--- config.mk ---
export PLATFORM = sky130hd
export DESIGN_NAME = pwm_cmp_sched
export DESIGN_NICKNAME = d
export VERILOG_FILES = /design/src/rtl/pwm_cmp_sched.sv
export SDC_FILE = /design/constraint.sdc
export NUM_CORES = 1
export LEC_CHECK = 0
export CORE_ASPECT_RATIO = 2
export CORE_UTILIZATION = 56
export DETAILED_ROUTE_END_ITERATION = 8
export PLACE_DENSITY = 0.81
export SYNTH_ARGS = -nofsm -noshare
export SYNTH_HDL_FRONTEND = slang
export SYNTH_SLANG_ARGS = --single-unit
export TNS_END_PERCENT = 100
--- constraint.sdc ---
create_clock -name clk_USB -period 7.5 [get_ports clk_USB]
set_input_delay 1.125 -clock clk_USB [delete_from_list [all_inputs] [get_ports clk_USB]]
set_output_delay 1.125 -clock clk_USB [all_outputs]
set_load 0.02 [all_outputs]
--- src/rtl/pwm_cmp_sched.sv ---
`default_nettype none
// ============================================================================
// Module   : pwm_cmp_sched
// Purpose  : Two-channel PWM compare scheduler. Byte writes build 19-bit
//            shadow compares; a control write commits them as targets, and
//            the active compares walk toward their targets one slew-limited
//            step per PWM period_end. Completion raises a W1C status/alert.
// Revision : 1.0  initial release
// ============================================================================
module pwm_cmp_sched #(
  parameter int              CMP_W    = 19,
  parameter logic [CMP_W-1:0] MAX_STEP = 19'h00100,
  parameter logic [CMP_W-1:0] MAX_CMP  = 19'h7FFFF
) (
  input  logic             clk_USB,
  input  logic             rst_n,
  input  logic             wr_en,
  input  logic [2:0]       wr_addr,
  input  logic [7:0]       wr_data,
  input  logic [2:0]       rd_addr,
  output logic [7:0]       rd_data,
  input  logic             period_end,
  output logic [CMP_W-1:0] cmpa,
  output logic [CMP_W-1:0] cmpb,
  output logic [1:0]       busy,
  output logic             alert
);

  typedef enum logic [1:0] {
    ST_IDLE = 2'd0,
    ST_PEND = 2'd1,
    ST_SLEW = 2'd2,
    ST_DONE = 2'd3
  } state_t;

  // The byte layout of the register map fixes the compare at 19 bits
  // ({byte2[2:0], byte1, byte0}); channel 0 is A, channel 1 is B.
  logic [1:0][CMP_W-1:0] r_sh;
  logic [1:0][CMP_W-1:0] w_act;
  logic [1:0]            w_busy;
  logic [1:0]            w_done_set;
  logic [1:0]            w_commit;
  logic                  w_imm;
  logic [1:0]            w_w1c;
  logic [1:0]            r_done;

  assign w_commit = (wr_en && wr_addr == 3'd3) ? wr_data[1:0] : 2'b00;
  assign w_imm    = wr_data[7];
  assign w_w1c    = (wr_en && wr_addr == 3'd7) ? wr_data[1:0] : 2'b00;

  // Shadow byte assembly; shadows only feed targets at commit time.
  always_ff @(posedge clk_USB or negedge rst_n) begin
    if (!rst_n) begin
      r_sh <= '0;
    end else if (wr_en) begin
      case (wr_addr)
        3'd0: r_sh[0][7:0]   <= wr_data;
        3'd1: r_sh[0][15:8]  <= wr_data;
        3'd2: r_sh[0][18:16] <= wr_data[2:0];
        3'd4: r_sh[1][7:0]   <= wr_data;
        3'd5: r_sh[1][15:8]  <= wr_data;
        3'd6: r_sh[1][18:16] <= wr_data[2:0];
        default: ;
      endcase
    end
  end

  for (genvar ch = 0; ch < 2; ch++) begin : g_ch
    state_t           r_state;
    state_t           w_state_nxt;
    logic [CMP_W-1:0] r_tgt;
    logic [CMP_W-1:0] r_act;
    logic             r_imm;
    logic [CMP_W-1:0] w_clamp;
    logic [CMP_W-1:0] w_diff;
    logic [CMP_W-1:0] w_step;
    logic [CMP_W-1:0] w_step_act;
    logic             w_apply;

    assign w_clamp = (r_sh[ch] > MAX_CMP) ? MAX_CMP : r_sh[ch];

    // Next active value: jump for immediate, else one bounded step toward target.
    always_comb begin
      w_diff     = (r_tgt >= r_act) ? (r_tgt - r_act) : (r_act - r_tgt);
      w_step     = (w_diff > MAX_STEP) ? MAX_STEP : w_diff;
      w_step_act = r_act;
      if (r_imm) begin
        w_step_act = r_tgt;
      end else if (r_tgt >= r_act) begin
        w_step_act = r_act + w_step;
      end else begin
        w_step_act = r_act - w_step;
      end
    end

    // Next-state logic; a commit overrides any period_end in the same cycle.
    always_comb begin
      w_state_nxt = r_state;
      w_apply     = 1'b0;
      if (w_commit[ch]) begin
        w_state_nxt = ST_PEND;
      end else begin
        case (r_state)
          ST_IDLE: w_state_nxt = ST_IDLE;
          ST_PEND,
          ST_SLEW: begin
            if (period_end) begin
              w_apply     = 1'b1;
              w_state_nxt = (w_step_act == r_tgt) ? ST_DONE : ST_SLEW;
            end
          end
          ST_DONE: w_state_nxt = ST_IDLE;
          default: w_state_nxt = ST_IDLE;
        endcase
      end
    end

    // State, target and active compare registers.
    always_ff @(posedge clk_USB or negedge rst_n) begin
      if (!rst_n) begin
        r_state <= ST_IDLE;
        r_tgt   <= '0;
        r_act   <= '0;
        r_imm   <= 1'b0;
      end else begin
        r_state <= w_state_nxt;
        if (w_commit[ch]) begin
          r_tgt <= w_clamp;
          r_imm <= w_imm;
        end else if (w_apply) begin
          r_act <= w_step_act;
        end
      end
    end

    assign w_act[ch]      = r_act;
    assign w_busy[ch]     = (r_state == ST_PEND) || (r_state == ST_SLEW);
    assign w_done_set[ch] = (r_state == ST_DONE);
  end

  // Done flags: set by a channel's DONE cycle, cleared by W1C; set wins.
  always_ff @(posedge clk_USB or negedge rst_n) begin
    if (!rst_n) begin
      r_done <= 2'b00;
    end else begin
      r_done <= (r_done & ~w_w1c) | w_done_set;
    end
  end

  // Registered read port.
  always_ff @(posedge clk_USB or negedge rst_n) begin
    if (!rst_n) begin
      rd_data <= 8'h00;
    end else begin
      case (rd_addr)
        3'd0:    rd_data <= r_sh[0][7:0];
        3'd1:    rd_data <= r_sh[0][15:8];
        3'd2:    rd_data <= {5'b0, r_sh[0][18:16]};
        3'd4:    rd_data <= r_sh[1][7:0];
        3'd5:    rd_data <= r_sh[1][15:8];
        3'd6:    rd_data <= {5'b0, r_sh[1][18:16]};
        3'd7:    rd_data <= {4'b0, w_busy, r_done};
        default: rd_data <= 8'h00;
      endcase
    end
  end

  assign cmpa  = w_act[0];
  assign cmpb  = w_act[1];
  assign busy  = w_busy;
  assign alert = |r_done;

endmodule
`default_nettype wire

==> flow_metrics.env <==
export IMPL_period_minus_slack_ns=7.62
export IMPL_post_drt_wl_per_cell_um=24.4
export IMPL_die_h_um=216
export IMPL_core_rowCount=77
export IMPL_p_sw_frac=0.490
export IMPL_syn_nets=1657
export IMPL_slew_headroom=0.313
export IMPL_layout_cells_most_common="buf_4"
export IMPL_synth_cells=1519
export IMPL_whs_ns=0.493
export IMPL_outcome="finished, violations left"
export IMPL_yosysWarningCount=0
export IMPL_ant_nets=0
export IMPL_p_comb_frac=0.798
export IMPL_most_common_layout_cells="buf_4 (317), dfrtp_1 (125), a21oi_1 (110), inv_1 (104), nand2_1 (101)"
export IMPL_cts_buffer_depth=2
export IMPL_dr_pass1_iters=5
export IMPL_p_seq_frac=0.114
export IMPL_crit_path_top_delay_cell="o32ai_4"
export IMPL_slew_viol_final=0
export IMPL_worst_ir_drop_vdd_mv=0.489
export IMPL_switching_power_uw=4860
export IMPL_grt_first_pass_wirelength_um=76700
export IMPL_synth_area_um2=12800
export IMPL_critical_path_top_delay_family="compound AO/OA/AOI/OAI gates"
export IMPL_critPathMaxFanout=4
export IMPL_reg2reg_slack_ns=-0.12
export IMPL_pwr_share_clk=0.088
export IMPL_p_int_uw=5060
export IMPL_worstSetupStartpointType="register"
export IMPL_synth_xor_area_frac=0.0603
export IMPL_layout_drive_gt1_share=0.318
export IMPL_drv_cap=0
export IMPL_grt_start_max_net_pins=69
export IMPL_routabilityCongestion=1.07
export IMPL_wl_um=52100
export IMPL_first_global_vias=14200
export IMPL_synth_compound_area_share=0.235
export IMPL_grt_usage=0.443
export IMPL_dr_first_iter_drc_count=1179
export IMPL_start_util=0.575
export IMPL_cts_tree="yes"
export IMPL_crit_type="reg -> reg"
export IMPL_synth_avg_cell_area_um2=8.42
export IMPL_area_growth_pct=34.7
export IMPL_clkLatencyLatePin_ns=0.44
export IMPL_gr_total_overflow=0
export IMPL_ys_seq_area_frac=0.254
export IMPL_tns_ns=-0.122
export IMPL_leakage_uw=0.00785
export IMPL_setup_viol=1
export IMPL_io_pins=67
export IMPL_core_area_um2=22300
export IMPL_cts_sinks=130
export IMPL_synth_top_family_by_area="compound AO/OA/AOI/OAI gates"
export IMPL_finClkSkew_ns=0.00858
export IMPL_cp_slowest_stage_delay_ns=0.56
export IMPL_stdcell_area_um2=17200
export IMPL_numCtsBuffers=17
export IMPL_preCtsSetupSlack_ns=-0.647
export IMPL_cp_required_ns=7.84
export IMPL_remaining_drc_errors=0
export IMPL_cp_arrival_ns=7.96
export IMPL_max_freq_ghz=0.131
export IMPL_cp_end_kind="register"
export IMPL_synth_mux_area_fraction=0.110
export IMPL_antenna_found_initial=0
export IMPL_fin_nets=1989
export IMPL_worst_pin_slew_ns=1.03
export IMPL_synth_fa_ha_area_frac=0.121
export IMPL_cp_common_cell="buf_4"
export IMPL_holdCritPathClass="reg -> reg"
export IMPL_power_density_nw_per_um2=576
export IMPL_num_antenna_cells=0
export IMPL_min_period_over_period=1.02
export IMPL_synth_ff_type="dfrtp_1"
export IMPL_cp_num_buf_inv=6
export IMPL_cts_clk_slew_worst_paths_ns=0.06
export IMPL_hold_buffers=0
export IMPL_yosysUniqueCellTypes=84
export IMPL_async_reset_ff_frac=1.00
export IMPL_synth_edff_count=0
export IMPL_via_count=14000
export IMPL_die_x_um=109
export IMPL_io_buffers=66
export IMPL_final_setup_worst_slack_ns=-0.122
export IMPL_htree_levels=4
export IMPL_hold_viol_final=0
export IMPL_placed_area_um2=15800
export IMPL_yosys_area_share_simple=0.162
export IMPL_die_area_um2=23500
export IMPL_vias_per_cell=6.52
export IMPL_place_hpwl_um=39200
export IMPL_violations="setup timing"
export IMPL_utilization=0.774
export IMPL_clockRootBuffer="clkbuf_16"
export IMPL_synth_seq_cells=130
## metal layers
| metal | GRT usage | routed length [um] |
|---|---|---|
| met2 | 0.771 | 26500 |
| met1 | 0.374 | 15200 |
| met5 | 0 | 0 |
| met4 | 0.473 | 6870 |
| met3 | 0.118 | 3520 |
## power groups by stage
stage          Sequential [uW]  Clock, uW  Combinational (uW)
5_1_grt                   1140        897                8480
2_1_floorplan             1220          0                3930
3_5_place_dp              1110          0                7070
4_1_cts                   1100        866                7190
3_3_place_gp              1100          0                6950
6_report                  1130        870                7930
## sequential cells by signal, indices dropped and copies added (netlist names)
name	count
r_sh	38
rd_data	8
g_ch.r_imm	2
r_done	2
g_ch.r_state	4
g_ch.r_tgt	38
cmpa	19
cmpb	19
## area by class of cell
class / instances / area [um^2]
clock buffer: 19 / 443
inverter: 108 / 405
clock inverter: 12 / 159
multi-input combinational: 1205 / 9510
tap: 276 / 345
timing repair buffer: 389 / 3120
sequential: 130 / 3260
fill: 1559 / 5020
## cells by family (layout without fill, tap and decap cells)
logic type	count (synthesis)	after routing
AO/OA/AOI/OAI	463	463
XOR/XNOR	88	88
multiplexers	122	122
AND/OR/NAND/NOR	412	412
buffers and inverters	184	528
adder cells (fa/ha/maj)	120	120
flip-flops	130	130
## worst paths after layout
kind | cells past startpoint | start | endpoint
hold reg to reg | 1 | r_done[1] | r_done[1]
min in group asynchronous | 1 | rst_n | cmpb[2]
hold / removal | 1 | r_done[1] | r_done[1]
setup reg to reg | 34 | g_ch[0].r_tgt[0] | g_ch[0].r_state[0]
setup / recovery | 34 | g_ch[0].r_tgt[0] | g_ch[0].r_state[0]
max in group asynchronous | 2 | rst_n | cmpa[16]
## metrics by stage
step           cells  total power, uW
2_1_floorplan   1519             5160
3_3_place_gp    2092             8050
3_5_place_dp    2092             8180
4_1_cts         2123             9150
5_1_grt         2139            10500
6_report        2139             9930
## worst reg2reg max path, delay by kind of cell (launching register included)
kind                       cells  cell delay, ns
and+or+nand+nor                9            1.83
AOI/OAI and AO/OA             13            3.06
adders and majority gates      4            1.14
xor gates and xnor gates       2            0.41
DFF                            1            0.39
buffers and inverters          6            0.71
## synth_stat cells (5+ instances only)
master | n | area share
o221ai_1 | 5 | 0.0034
and2_1 | 13 | 0.0064
o31ai_1 | 6 | 0.0035
xnor2_1 | 62 | 0.042
a31oi_1 | 26 | 0.013
or3_1 | 10 | 0.0049
fa_1 | 6 | 0.0094
nand2b_1 | 20 | 0.0098
mux2_2 | 83 | 0.073
o211ai_1 | 10 | 0.0059
o21ai_0 | 108 | 0.042
nand3_1 | 24 | 0.0094
nand2_1 | 102 | 0.030
o21a_1 | 21 | 0.012
and3_1 | 16 | 0.0078
nor3b_1 | 5 | 0.0029
a22oi_1 | 6 | 0.0035
buf_1 | 5 | 0.0015
o22ai_1 | 7 | 0.0034
buf_2 | 16 | 0.0063
a31o_2 | 6 | 0.0041
o21bai_1 | 10 | 0.0059
or2_2 | 12 | 0.0059
nand3b_1 | 6 | 0.0035
nor3_1 | 34 | 0.013
a211o_1 | 9 | 0.0062
ha_1 | 114 | 0.11
mux4_2 | 6 | 0.011
buf_4 | 5 | 0.0029
nand4_1 | 21 | 0.010
nor4_1 | 12 | 0.0059
a21o_1 | 36 | 0.021
a211oi_1 | 28 | 0.016
clkbuf_1 | 49 | 0.014
a2111oi_0 | 5 | 0.0034
inv_1 | 107 | 0.031
a21oi_1 | 122 | 0.048
dfrtp_1 | 130 | 0.25
mux2i_1 | 32 | 0.025
nor2_1 | 106 | 0.031
o31a_1 | 5 | 0.0034
xor2_1 | 26 | 0.018
or4_1 | 6 | 0.0035
nor2b_1 | 11 | 0.0054
## what timing repair did
action | CTS | global route
gates resized for setup | 21 | 148
endpoints found under the hold margin | 0 | 0
pin swaps | 6 | 55
setup buffers | 0 | 16
endpoints found under the setup margin | 5 | 14
No activity file was read; power rests on OpenSTA's default activity.
